===== src/rtl/ui_debounce.sv =====
// ui_debounce: two-flop synchroniser plus independent per-bit debounce of the
// raw input pins. Outputs a clean level vector and one-cycle rise/fall pulses.

// Debounce lane for one bit. clean follows sync only after the mismatch has
// persisted for DEBOUNCE_CYCLES qualified ticks.
module ui_debounce_lane #(
  parameter int   DEBOUNCE_CYCLES = 16,
  parameter logic RESET_BIT       = 1'b0
) (
  input  logic clk,
  input  logic rst,
  input  logic sync,
  input  logic tick,
  output logic clean,
  output logic rise,
  output logic fall
);
  localparam int CW = $clog2(DEBOUNCE_CYCLES + 1);
  localparam logic [CW-1:0] CNT_LAST = CW'(DEBOUNCE_CYCLES - 1);

  logic [CW-1:0] cnt;

  // Any match restarts the count; a full run of mismatched ticks accepts the
  // new level and fires a pulse in the direction of the change.
  always_ff @(posedge clk or posedge rst) begin
    if (rst) begin
      cnt   <= '0;
      clean <= RESET_BIT;
      rise  <= 1'b0;
      fall  <= 1'b0;
    end else begin
      rise <= 1'b0;
      fall <= 1'b0;
      if (sync == clean) begin
        cnt <= '0;
      end else if (tick) begin
        if (cnt == CNT_LAST) begin
          clean <= sync;
          cnt   <= '0;
          rise  <= sync;
          fall  <= ~sync;
        end else begin
          cnt <= cnt + 1'b1;
        end
      end
    end
  end
endmodule

module ui_debounce #(
  parameter int               WIDTH           = 8,
  parameter int               DEBOUNCE_CYCLES = 16,
  parameter logic [WIDTH-1:0] RESET_VALUE     = '0
) (
  input  logic             clk,
  input  logic             rst,
  input  logic [WIDTH-1:0] raw_in,
  input  logic             tick,
  output logic [WIDTH-1:0] clean_out,
  output logic [WIDTH-1:0] rise,
  output logic [WIDTH-1:0] fall,
  output logic             changed
);
  logic [WIDTH-1:0] sync1, sync2;

  // Two-stage synchroniser; only sync2 is safe to use downstream.
  always_ff @(posedge clk or posedge rst) begin
    if (rst) begin
      sync1 <= RESET_VALUE;
      sync2 <= RESET_VALUE;
    end else begin
      sync1 <= raw_in;
      sync2 <= sync1;
    end
  end

  for (genvar g = 0; g < WIDTH; g++) begin : g_lane
    ui_debounce_lane #(
      .DEBOUNCE_CYCLES(DEBOUNCE_CYCLES),
      .RESET_BIT      (RESET_VALUE[g])
    ) u_lane (
      .clk  (clk),
      .rst  (rst),
      .sync (sync2[g]),
      .tick (tick),
      .clean(clean_out[g]),
      .rise (rise[g]),
      .fall (fall[g])
    );
  end

  assign changed = |(rise | fall);
endmodule


===== config.mk =====
export PLATFORM = sky130hd
export DESIGN_NAME = ui_debounce
export DESIGN_NICKNAME = d
export VERILOG_FILES = /design/src/rtl/ui_debounce.sv
export SDC_FILE = /design/constraint.sdc
export NUM_CORES = 1
export LEC_CHECK = 0
export ABC_CLOCK_PERIOD_IN_PS = 4350
export BUFFER_PORTS_ARGS = -buffer_cell sky130_fd_sc_hd__clkbuf_2
export CORE_UTILIZATION = 40
export DETAILED_ROUTE_END_ITERATION = 7
export PLACE_DENSITY_LB_ADDON = 0.12
export SKIP_LAST_GASP = 1
export SYNTH_ARGS = -nofsm -noshare
export SYNTH_HDL_FRONTEND = slang
export SYNTH_SLANG_ARGS = --single-unit

===== constraint.sdc =====
create_clock -name clk -period 4.35 [get_ports clk]
set_input_delay 0.87 -clock clk [delete_from_list [all_inputs] [get_ports clk]]
set_output_delay 0.87 -clock clk [all_outputs]
set_load 0.05 [all_outputs]

# ---- Word-level counts from Yosys, hierarchy flattened
# Index checks and enable logic that the tools add are counted.
dict set report totals {
  ff_bits 80
  in_bits 11
  output_inout_bits 25
  elab_cells 164
}
dict set report classes {
  add_sub_neg 8
  n_eq_ne 16
  n_mux 72
  bitwise 17
  n_reduce_logical 17
}
# cell n
set op_table {}
lappend op_table {{5-bit 2-to-1 mux} 24}
lappend op_table {{1-bit 2-to-1 mux} 48}
lappend op_table {{5-bit by 1-bit adder with 5-bit output, second input constant} 8}
lappend op_table {{5-bit by 4-bit == test with 1-bit output, second input constant} 8}
lappend op_table {{3-bit AND reduction} 8}
lappend op_table {{1-bit inverter} 16}
lappend op_table {{2-bit nonzero test} 8}
lappend op_table {{1-bit == test} 8}
lappend op_table {{8-bit OR} 1}
lappend op_table {{8-bit OR reduction} 1}

# ---- Logic depth before layout (Yosys ltp)
dict set report logic_depth {
  ltp_word 4
  mapped_depth 6
  mapped_depth_nobuf 4
}

# ---- By module
# A second synthesis with hierarchy kept.
dict set report hier_totals {
  hier_cells 270
  area_unflattened_um2 3428.3
}
# module n_inst cells_per_inst area_each_um2
set modules_own_cells {}
lappend modules_own_cells {ui_debounce_lane 8 31 374.1}
lappend modules_own_cells {ui_debounce 1 22 435.4}

# ---- Worst setup path after synthesis
# OpenSTA, ideal clock, no wires.
dict set report synth_timing {
  path_kind {flip-flop to output port}
  startpoint {register g_lane[5].u_lane.rise}
  endpoint {output port changed}
  arrival_ns 1.129
  required_time_ns 3.480
  slack_ns 2.351
  path_stages_with_launch 3
  path_cell_list {dfrtp_1 > nor4_1 > nand4_1}
}
dict set report synth_via {
  elab_chain_cells 2
}
# item line
set synth_lines {}
lappend synth_lines {{from (decl)} 15} ;# output logic rise,
lappend synth_lines {{from (signal assigned)} 40} ;# rise <= sync;
lappend synth_lines {{8-bit OR} 92} ;# assign changed = |(rise | fall);
lappend synth_lines {{8-bit OR reduction} 92}
lappend synth_lines {{to (decl)} 62} ;# output logic changed
# No other way between the ends.

# ---- Final worst setup path
dict set report layout_timing {
  startpoint {register g_lane[1].u_lane.rise}
  endpoint {output port changed}
}
dict set report layout_via {
  elab_chain_cells 2
}
# item line
set layout_lines {}
lappend layout_lines {{from (decl)} 15}
lappend layout_lines {{from (signal assigned)} 40}
lappend layout_lines {{8-bit OR} 92}
lappend layout_lines {{8-bit OR reduction} 92}
# No other way between the ends.

==> results.sh <==
export IMPL_status="finished, final reports clean"
export IMPL_endpoint_kind="primary output"
export IMPL_design_area_um2=3850
export IMPL_slew_viol_final=0
export IMPL_netlist_area_um2=3530
export IMPL_arrival_ps=1850
export IMPL_routedWlPerCell_um=13.6
export IMPL_period_share_pct=62.5
export IMPL_r2r_end="g_lane[0].u_lane.clean$_DFFE_PP0P_"
export IMPL_hpwlAfterDp_um=3810
export IMPL_grt_pass1_vias=2184
export IMPL_cts_resized=0
export IMPL_ir_drop_uv=160
export IMPL_regToRegSetupSlack_ps=2880
export IMPL_grt_ovfl_total=0
export IMPL_num_antenna_cells=0
export IMPL_place_congestion=0.735
export IMPL_cts_buffer_depth=2
export IMPL_die_x_um=95.9
export IMPL_r2r_start="g_lane[0].u_lane.cnt[0]$_DFFE_PP0P_"
export IMPL_drive_above_1_share_pct=19.9
export IMPL_syn_avg_cell_area_um2=11.8
export IMPL_setup_tns_ps=0
export IMPL_hp_class="reg -> reg"
export IMPL_synth_compound_area_share_pct=5.50
export IMPL_rows=33
export IMPL_ys_flop_type="dfrtp_1"
export IMPL_via_per_inst=5.19
export IMPL_synth_area_leaders="dfrtp_1, buf_4, nor4b_1, ha_1, mux2_2"
export IMPL_yosysUniqueCellTypes=30
export IMPL_slew_limit_headroom_pct=34.3
export IMPL_total_leakage_power_nw=1.81
export IMPL_ys_seq_area_share_pct=56.8
export IMPL_cts_tree="yes"
export IMPL_cts_htree_levels=3
export IMPL_placeableCoreArea_um2=8380
export IMPL_grt_max_degree=60
export IMPL_area_delta_synth_final_pct=9.05
export IMPL_drt_drc_violations_left=0
export IMPL_vias=2214
export IMPL_nFillCells=795
export IMPL_synth_xor_area_share_pct=3.97
export IMPL_setup_viol=0
export IMPL_async_reset_ff_share_pct=100
export IMPL_dpl_instance_area_um2=3630
export IMPL_firstDrtPassIters=4
export IMPL_synthDominantAreaCellType="dfrtp_1"
export IMPL_fmax_mhz=368
export IMPL_grt_usage_pct=14.6
export IMPL_synth_top_family_by_area="simple AND/OR/NAND/NOR gates"
export IMPL_initial_core_util_pct=42.1
export IMPL_synthCells=299
export IMPL_grt_setup_unrepaired="no"
export IMPL_cp_data_required_time_ps=3480
export IMPL_period_needed_ps=2720
export IMPL_crit_start="g_lane[1].u_lane.rise$_DFF_PP0_"
export IMPL_hold_slack_ps=349
export IMPL_synth_seq_cells=80
export IMPL_numPortBuffers=35
export IMPL_power_density_nw_per_um2=372
export IMPL_grt_first_pass_wirelength_um=10100
export IMPL_ant_nets=0
export IMPL_clock_skew_ps=5.67
export IMPL_clk_pin_slew_worst_paths_ps=70
export IMPL_cap_violations=0
export IMPL_r2r_cells=4
export IMPL_ioPinCount=36
export IMPL_cts_buffers=9
export IMPL_synth_edf_count=0
export IMPL_synthMuxAreaShare_pct=3.41
export IMPL_final_nets=336
export IMPL_yosys_area_share_simple_pct=20.9
export IMPL_ys_warn_count=0
export IMPL_endpoint="changed"
export IMPL_synth_common_cells="dfrtp_1, buf_4, nor2_1"
export IMPL_hold_viol=0
export IMPL_drt_total_wl_um=5820
export IMPL_fp_dieH_um=95.9
export IMPL_crit_type="reg -> out"
export IMPL_synthAdderAreaFrac_pct=2.84
export IMPL_dieArea_um2=9200
export IMPL_antenna_found_initial=0
export IMPL_insertion_delay_ps=340
export IMPL_yosysMostFrequentCell="dfrtp_1"
export IMPL_crit_fanout=2
export IMPL_synth_top_area_share_pct=56.8
export IMPL_cts_hold_buffers_added=0
export IMPL_clock_sinks=80
export IMPL_cts_setup_buffers=0
export IMPL_drt_iter0_markers=116
export IMPL_cp_start_kind="flop"
export IMPL_worst_pin_slew_ps=984
export IMPL_clock_root_buffer="clkbuf_8"
export IMPL_syn_num_nets=318
-- state kept, by name (all words and copies together), names as in the netlist --
register	flops
g_lane.u_lane.cnt	40
sync2	8
g_lane.u_lane.clean	8
sync1	8
g_lane.u_lane.fall	8
g_lane.u_lane.rise	8
-- power by group --
group	switching, mW	internal, mW
clock network	0.248	0.339
logic	0.0395	0.0250
registers	0.0180	0.762
total	0.306	1.13
-- final cells by class --
type | instances | area, um2 | share of cell area (%)
sequential | 80 | 2000 | 52.0
multi-input combinational | 186 | 1290 | 33.6
timing repair buffer | 38 | 198 | 5.14
clock buffer | 13 | 149 | 3.87
tap | 105 | 131 | 3.42
clock inverter | 3 | 65.1 | 1.69
inverter | 2 | 8.76 | 0.228
-- worst max-delay path: stages, from the launching register on --
cell and delay [ps]:
dfrtp_1 400, nor4_1 630, nand4_1 200, clkbuf_2 270
-- through the flow --
| stage | std cells | utilization, % | worst slack, ps | power, mW |
|---|---|---|---|---|
| after CTS | 427 | 45.9 | 1620 | 1.46 |
| after detailed placement | 411 | 43.3 | 1770 | 0.860 |
| after floorplan | 299 | - | 1430 | 0.841 |
| after global placement | 411 | 43.3 | 1790 | 0.859 |
| after global routing | 427 | 45.9 | 1640 | 1.50 |
| final | 427 | 45.9 | 1630 | 1.43 |
-- routing by layer --
metal  routed length, um  share of wire (%)  GRT usage [%]
met1                2810                 48           18.5
met2                2710                 47           23.3
met3                 191                3.3           4.27
met4                 104                1.8           5.97
met5                   0                  0              0
-- cells in the final DEF (no fill, tap or decap), types with 2 or more instances in the layout --
master and n:
nor3b_2 2, xnor2_1 9, nand3b_1 8, nand3_1 14, a41oi_1 7, xor2_1 7
nand2b_1 14, nor2_1 22, a21oi_1 15, clkbuf_1 3, nor4b_1 14, nand4_1 8
dfrtp_1 80, and3b_1 5, bufinv_16 2, nand4b_1 7, nor4_1 5, a311oi_1 6
buf_4 3, clkbuf_8 10, clkbuf_2 35, mux2_2 8, nand2_1 19, mux2i_1 3
clkinv_2 2, ha_1 8
-- worst min-delay path by stage --
stage	from	to	slack [ps]	depth (start not counted)
2_1_floorplan	sync1[0]$_DFF_PP0_	sync2[0]$_DFF_PP0_	330	0
3_3_place_gp	sync1[6]$_DFF_PP0_	sync2[6]$_DFF_PP0_	330	0
3_5_place_dp	sync1[1]$_DFF_PP0_	sync2[1]$_DFF_PP0_	330	0
4_1_cts	sync1[4]$_DFF_PP0_	sync2[4]$_DFF_PP0_	350	0
5_1_grt	sync1[4]$_DFF_PP0_	sync2[4]$_DFF_PP0_	350	0
6_report	sync1[4]$_DFF_PP0_	sync2[4]$_DFF_PP0_	350	0
-- cells by family after synthesis --
logic type,count (synthesis)
compound gates,29
xor+xnor,16
fa+ha+maj,8
buf+inv,33
flops,80
mux,11
simple gates,122
Power figures use the tool's default switching activity.
